<file path="config.mk">
export PLATFORM = sky130hd
export DESIGN_NAME = arp_tx
export DESIGN_NICKNAME = d
export VERILOG_FILES = /design/src/rtl/arp_tx_pkg.sv /design/src/rtl/arp_tx_crc32_d8.sv /design/src/rtl/arp_tx.sv
export SDC_FILE = /design/constraint.sdc
export NUM_CORES = 1
export LEC_CHECK = 0
export CORE_AREA = 5 5 157 159
export CTS_BUF_LIST = sky130_fd_sc_hd__clkbuf_8
export DETAILED_ROUTE_END_ITERATION = 10
export DIE_AREA = 0 0 162 164
export PLACE_DENSITY = 0.53
export SYNTH_ARGS = -nofsm -noshare
export SYNTH_HDL_FRONTEND = slang
export SYNTH_SLANG_ARGS = --single-unit
</file>
<file path="constraint.sdc">
create_clock -name gmii_tx_clk -period 8.9 [get_ports gmii_tx_clk]
set_clock_uncertainty 0.15 [all_clocks]
set_input_delay 0.89 -clock gmii_tx_clk [delete_from_list [all_inputs] [get_ports gmii_tx_clk]]
set_output_delay 0.89 -clock gmii_tx_clk [all_outputs]
set_load 0.02 [all_outputs]
</file>
<file path="src/rtl/arp_tx_pkg.sv">
// Shared ARP/Ethernet constants, state encoding and CRC-32 helpers,
// common to the ARP transmitter and receiver.
package arp_tx_pkg;

  localparam logic [15:0] ETH_TYPE_ARP  = 16'h0806;
  localparam logic [15:0] HARD_TYPE     = 16'h0001;
  localparam logic [15:0] PROTOCOL_TYPE = 16'h0800;
  localparam logic [15:0] OP_REQ        = 16'h0001;
  localparam logic [15:0] OP_REP        = 16'h0002;
  localparam logic [7:0]  HARD_LEN      = 8'd6;
  localparam logic [7:0]  PROTO_LEN     = 8'd4;

  localparam logic [7:0]  PREAMBLE_BYTE = 8'h55;
  localparam logic [7:0]  SFD_BYTE      = 8'hd5;

  localparam logic [31:0] CRC_INIT      = 32'hffff_ffff;
  localparam logic [31:0] CRC_POLY      = 32'h04c1_1db7;

  // Last byte-counter value in each state. IFG stops one short because the
  // registered GMII outputs add the final gap cycle.
  localparam logic [4:0]  PREAMBLE_LAST = 5'd7;
  localparam logic [4:0]  ETH_HEAD_LAST = 5'd13;
  localparam logic [4:0]  ARP_DATA_LAST = 5'd27;
  localparam logic [4:0]  PAD_LAST      = 5'd17;
  localparam logic [4:0]  FCS_LAST      = 5'd3;
  localparam logic [4:0]  IFG_LAST      = 5'd10;

  typedef enum logic [6:0] {
    ST_IDLE     = 7'b000_0001,
    ST_PREAMBLE = 7'b000_0010,
    ST_ETH_HEAD = 7'b000_0100,
    ST_ARP_DATA = 7'b000_1000,
    ST_PAD      = 7'b001_0000,
    ST_FCS      = 7'b010_0000,
    ST_IFG      = 7'b100_0000
  } arp_state_e;

  function automatic logic [31:0] reflect32(input logic [31:0] v);
    logic [31:0] r;
    for (int i = 0; i < 32; i++) r[i] = v[31-i];
    return r;
  endfunction

  // Reflected (LSB-first) CRC-32 update for one data byte.
  function automatic logic [31:0] crc32_byte(input logic [31:0] crc, input logic [7:0] data);
    logic [31:0] c;
    c = crc;
    for (int i = 0; i < 8; i++) begin
      if (c[0] ^ data[i]) c = (c >> 1) ^ reflect32(CRC_POLY);
      else                c = c >> 1;
    end
    return c;
  endfunction

endpackage

</file>
<file path="src/rtl/arp_tx_crc32_d8.sv">
// Byte-wide parallel CRC-32 register; clear has priority over enable.
module crc32_d8
  import arp_tx_pkg::*;
(
  input  logic        clk_i,
  input  logic        rst_ni,
  input  logic        en_i,
  input  logic        clr_i,
  input  logic [7:0]  data_i,
  output logic [31:0] crc_o
);

  logic [31:0] crc_q, crc_d;

  always_comb begin
    crc_d = crc_q;
    if (clr_i)     crc_d = CRC_INIT;
    else if (en_i) crc_d = crc32_byte(crc_q, data_i);
  end

  always_ff @(posedge clk_i or negedge rst_ni) begin
    if (!rst_ni) crc_q <= CRC_INIT;
    else         crc_q <= crc_d;
  end

  assign crc_o = crc_q;

endmodule

</file>
<file path="src/rtl/arp_tx.sv">
// ARP request/reply frame generator driving a GMII transmit port, one byte
// per cycle, with appended FCS and inter-frame gap.
module arp_tx
  import arp_tx_pkg::*;
#(
  parameter logic [47:0] BOARD_MAC = 48'h12_34_56_78_9a_bc,
  parameter logic [31:0] BOARD_IP  = {8'd0, 8'd0, 8'd0, 8'd0},
  parameter logic [47:0] DES_MAC   = 48'h2c_f0_5d_32_f1_07,
  parameter logic [31:0] DES_IP    = {8'd0, 8'd0, 8'd0, 8'd0}
)(
  input  logic        gmii_tx_clk,
  input  logic        rstn,
  input  logic        arp_tx_en,
  input  logic        arp_tx_type,
  input  logic [47:0] des_mac,
  input  logic [31:0] des_ip,
  output logic        gmii_tx_en,
  output logic [7:0]  gmii_txd,
  output logic        tx_busy,
  output logic        tx_done
);

  arp_state_e  state_q, state_d;
  logic [4:0]  cnt_q, cnt_d;
  logic        type_q, type_d;
  logic [47:0] mac_q, mac_d;
  logic [31:0] ip_q, ip_d;
  logic        txen_q, txen_d;
  logic [7:0]  txd_q, txd_d;
  logic        done_q, done_d;

  logic        crc_en, crc_clr;
  logic [31:0] crc_val;
  logic [111:0] eth_hdr, eth_sh;
  logic [223:0] arp_pkt, arp_sh;
  logic [31:0]  fcs_sh;

  // Frame fields are laid out MSB-first and shifted left by the byte counter.
  assign eth_hdr = {(type_q ? mac_q : 48'hffff_ffff_ffff), BOARD_MAC, ETH_TYPE_ARP};
  assign arp_pkt = {HARD_TYPE, PROTOCOL_TYPE, HARD_LEN, PROTO_LEN,
                    (type_q ? OP_REP : OP_REQ), BOARD_MAC, BOARD_IP,
                    (type_q ? mac_q : 48'h0), ip_q};
  assign eth_sh  = eth_hdr << {cnt_q, 3'b000};
  assign arp_sh  = arp_pkt << {cnt_q, 3'b000};
  assign fcs_sh  = ~crc_val >> {cnt_q, 3'b000};

  always_comb begin
    state_d = state_q;
    cnt_d   = cnt_q + 5'd1;
    type_d  = type_q;
    mac_d   = mac_q;
    ip_d    = ip_q;
    txen_d  = 1'b1;
    txd_d   = 8'h00;
    done_d  = 1'b0;
    crc_en  = 1'b0;
    crc_clr = 1'b0;
    unique case (state_q)
      ST_IDLE: begin
        txen_d  = 1'b0;
        cnt_d   = 5'd0;
        crc_clr = 1'b1;
        if (arp_tx_en) begin
          state_d = ST_PREAMBLE;
          type_d  = arp_tx_type;
          mac_d   = (des_mac == 48'h0) ? DES_MAC : des_mac;
          ip_d    = (des_ip == 32'h0) ? DES_IP : des_ip;
        end
      end
      ST_PREAMBLE: begin
        txd_d = (cnt_q == PREAMBLE_LAST) ? SFD_BYTE : PREAMBLE_BYTE;
        if (cnt_q == PREAMBLE_LAST) begin
          state_d = ST_ETH_HEAD;
          cnt_d   = 5'd0;
        end
      end
      ST_ETH_HEAD: begin
        txd_d  = eth_sh[111:104];
        crc_en = 1'b1;
        if (cnt_q == ETH_HEAD_LAST) begin
          state_d = ST_ARP_DATA;
          cnt_d   = 5'd0;
        end
      end
      ST_ARP_DATA: begin
        txd_d  = arp_sh[223:216];
        crc_en = 1'b1;
        if (cnt_q == ARP_DATA_LAST) begin
          state_d = ST_PAD;
          cnt_d   = 5'd0;
        end
      end
      ST_PAD: begin
        crc_en = 1'b1;
        if (cnt_q == PAD_LAST) begin
          state_d = ST_FCS;
          cnt_d   = 5'd0;
        end
      end
      ST_FCS: begin
        txd_d = fcs_sh[7:0];
        if (cnt_q == FCS_LAST) begin
          done_d  = 1'b1;
          state_d = ST_IFG;
          cnt_d   = 5'd0;
        end
      end
      ST_IFG: begin
        txen_d = 1'b0;
        if (cnt_q == IFG_LAST) begin
          state_d = ST_IDLE;
          cnt_d   = 5'd0;
        end
      end
      default: begin
        state_d = ST_IDLE;
        txen_d  = 1'b0;
        cnt_d   = 5'd0;
      end
    endcase
  end

  always_ff @(posedge gmii_tx_clk or negedge rstn) begin
    if (!rstn) begin
      state_q <= ST_IDLE;
      cnt_q   <= 5'd0;
      type_q  <= 1'b0;
      mac_q   <= DES_MAC;
      ip_q    <= DES_IP;
      txen_q  <= 1'b0;
      txd_q   <= 8'h00;
      done_q  <= 1'b0;
    end else begin
      state_q <= state_d;
      cnt_q   <= cnt_d;
      type_q  <= type_d;
      mac_q   <= mac_d;
      ip_q    <= ip_d;
      txen_q  <= txen_d;
      txd_q   <= txd_d;
      done_q  <= done_d;
    end
  end

  crc32_d8 u_crc (
    .clk_i  (gmii_tx_clk),
    .rst_ni (rstn),
    .en_i   (crc_en),
    .clr_i  (crc_clr),
    .data_i (txd_d),
    .crc_o  (crc_val)
  );

  assign gmii_tx_en = txen_q;
  assign gmii_txd   = txd_q;
  assign tx_done    = done_q;
  assign tx_busy    = (state_q != ST_IDLE);

endmodule

</file>
==> qor.yml <==
run_status:
  outcome: "completed"
sta:
  clock.fmax_ghz: 0.230
  slew_headroom_pct: 29.4
  fin_setup_tns_ns: 0
  slew_violations: 0
  fin_crit_ns: 4.35
  rsz0062_at_grt: "false"
  finalCritPeriodShare_pct: 48.8
  final_hold_viol_count: 0
  worstMarginPinSlew_ns: 1.06
  setup_viol: 0
floorplan:
  dieArea_sq_um: 26600
  io_pins: 95
  row_count: 56
  dieWidth_um: 162
  die_h_um: 164
  core-area_sq_um: 23100
  start_util_pct: 34.1
synth:
  ys_seq_area_share_pct: 43.7
  synth-edff-count: 0
  yosysUniqueCellTypes: 80
  synth_seq_cells: 135
  syn_nets: 769
  synth_ff_type: "dfrtp_1"
  async_flop_share_pct: 100
  synth_area_per_cell_sq_um: 11.6
  netlist_instances: 680
  yosys_warnings: 0
  netlist_area_sq_um: 7890
critical_path:
  critPathLaunch: "cnt_q[0]$_DFF_PN0_"
  cp.arrival_ns: 4.57
  reg2reg_from: "cnt_q[0]$_DFF_PN0_"
  end_kind: "flop"
  critical_path.max_fanout: 61
  cp-start-kind: "flop"
  crit_type: "reg2reg"
  required_ns: 9.13
clocking:
  clk-insertion-delay-late_ns: 0.45
  cts_hold_buf: 0
  cts.sinks: 135
  root_buffer: "clkbuf_8"
  htree_levels: 4
  cts_tree: "yes"
  postCtsSetupRepairBufs: 0
  clk_pin_slew_ns: 0.08
  cts_resized: 0
  ctsLongestPathBuffers: 2
  cts_made_buffers: 17
pwr:
  p_leak_nw: 3.52
  powerDensity_nw_per_um2: 372
  peakVddDrop_v: 0.000174
global_route:
  grt_pass1_vias: 6032
  grt_max_degree: 84
  grt_overflow: 0
  antenna_found_initial: 0
  grt_pass1_wl_mm: 34.8
  grt_util_all_layers_pct: 16.9
detailed_routing:
  wl_per_cell_um: 20.8
  vias_per_cell: 5.47
  drt_wl_total_mm: 22.1
  vias: 5800
  drcViolationCount: 0
  ant_nets: 0
  drt-initial-drc-count: 406
  drt_pre_antenna_iters: 4
final_layout:
  syn_to_final_growth_pct: 19.9
  drive_gt1_share_pct: 26.7
  antennaDiodeCount: 0
  nNetsFinal: 847
  post-route-util_pct: 40.9
placement:
  io_buffers: 94
  place_congestion: 0.912
  dp_hpwl_mm: 16.3
job:
  drv_cap: 0
hold_path:
  min_path_type: "reg2reg"
  hp-start: "ip_q[28]$_DFFE_PN0P_"
report_power, final:
part | switching [mW] | internal, mW | total [mW]
Sequential | 0.200 | 0.947 | 1.15
Clock | 0.265 | 0.254 | 0.519
Combinational | 0.930 | 0.927 | 1.86
synthesized netlist by cell type, types with 13 or more instances:
master    number  area [sq um]
dfrtp_1       79          1980
mux2_2        68           766
dfstp_2       56          1470
nor2_1        41           154
a21oi_1       36           180
xnor2_1       36           315
mux2i_1       32           320
nand2_1       31           116
o22a_1        29           254
clkbuf_1      21          78.8
nor4_1        14          87.6
xor2_1        14           123
buf_2         13          65.1
registers in the layout, summed over array words and instances (netlist names):
signal,count
cnt_q,5
gmii_tx_en,1
gmii_txd,8
ip_q,32
mac_q,48
state_q,7
tx_done,1
type_q,1
u_crc.crc_o,32
cell families (layout without fill, tap and decap cells):
group | count (synthesis) | after routing | share of synthesized area, %
and+or+nand+nor | 160 | 160 | 11.3
AOI/OAI and AO/OA | 144 | 144 | 13.2
DFF | 135 | 135 | 43.7
muxes | 112 | 112 | 17.0
xor gates and xnor gates | 70 | 70 | 10.9
buffers and inverters | 54 | 145 | 3.11
adders and majority gates | 5 | 5 | 0.793
worst max-delay path: stages (launching register included):
cell and delay [ns]:
dfrtp_2 0.34, buf_4 0.72, mux4_2 0.60, or3_1 0.32, a311oi_1 0.28, o21ai_1 0.19
xor2_2 0.41, xnor3_2 0.42, xor2_1 0.27, xnor3_1 0.34, o22a_1 0.19
placed cells by master, fill, tap and decap left out, types with 6 or more instances in the layout:
master,netlist,layout
clkdlybuf4s50_1,0,93
mux2i_1,32,32
clkinvlp_4,0,6
nor2b_1,9,9
clkbuf_8,0,17
a21oi_1,36,36
nand2b_1,6,6
inv_1,11,11
nor2_1,41,40
xnor2_1,36,36
nand4_1,6,6
mux4_2,11,11
dfstp_2,56,56
buf_4,3,8
dfrtp_1,79,78
o21ai_0,10,10
nor4_1,14,14
xor2_1,14,14
nor3_1,9,9
o22a_1,29,29
or3_1,6,6
o22ai_1,10,10
mux2_2,68,68
nand3_1,7,7
nand2_1,31,31
cell type report:
class	instances	area, sq um
Clock buffer	17	234
Clock inverter	15	169
Fill cell	2212	13700
Inverter	12	45.0
Multi-Input combinational cell	491	4210
Sequential cell	135	3450
Tap cell	290	363
Timing Repair Buffer	101	991
stage by stage:
step / hold WS [ns] / cells / power, mW / worst slack [ns] / area, sq um
3_5_place_dp: 0.346 / 1029 / 3.02 / 4.54 / 9050
5_1_grt: 0.375 / 1061 / 3.76 / 4.25 / 9460
6_report: 0.360 / 1061 / 3.52 / 4.55 / 9460
4_1_cts: 0.364 / 1061 / 3.56 / 4.52 / 9460
2_1_floorplan: 0.325 / 680 / 2.56 / 5.47 / 7890
3_3_place_gp: 0.337 / 1029 / 3.00 / 4.62 / 9050
routing by layer:
layer | track usage, % | wire (um) | vias to the layer above
li1 | - | - | 2682
met1 | 24.4 | 10700 | 2951
met2 | 26.3 | 10200 | 149
met3 | 3.26 | 926 | 18
met4 | 4.61 | 275 | 0
met5 | 0 | 0 | -
final timing paths:
kind,to,slack (ns),cells after the start
worst min register to register,ip_q[28]$_DFFE_PN0P_,0.36,1
max in group asynchronous,gmii_txd[2]$_DFF_PN0_,6.78,2
worst max register to register,u_crc.crc_o[18]$_DFFE_PN1P_,4.55,10
worst max-delay path,u_crc.crc_o[18]$_DFFE_PN1P_,4.55,10
min in group asynchronous,mac_q[35]$_DFFE_PN0P_,0.37,1
worst min-delay path,ip_q[28]$_DFFE_PN0P_,0.36,1
No activity file was read; power rests on OpenSTA's default activity.
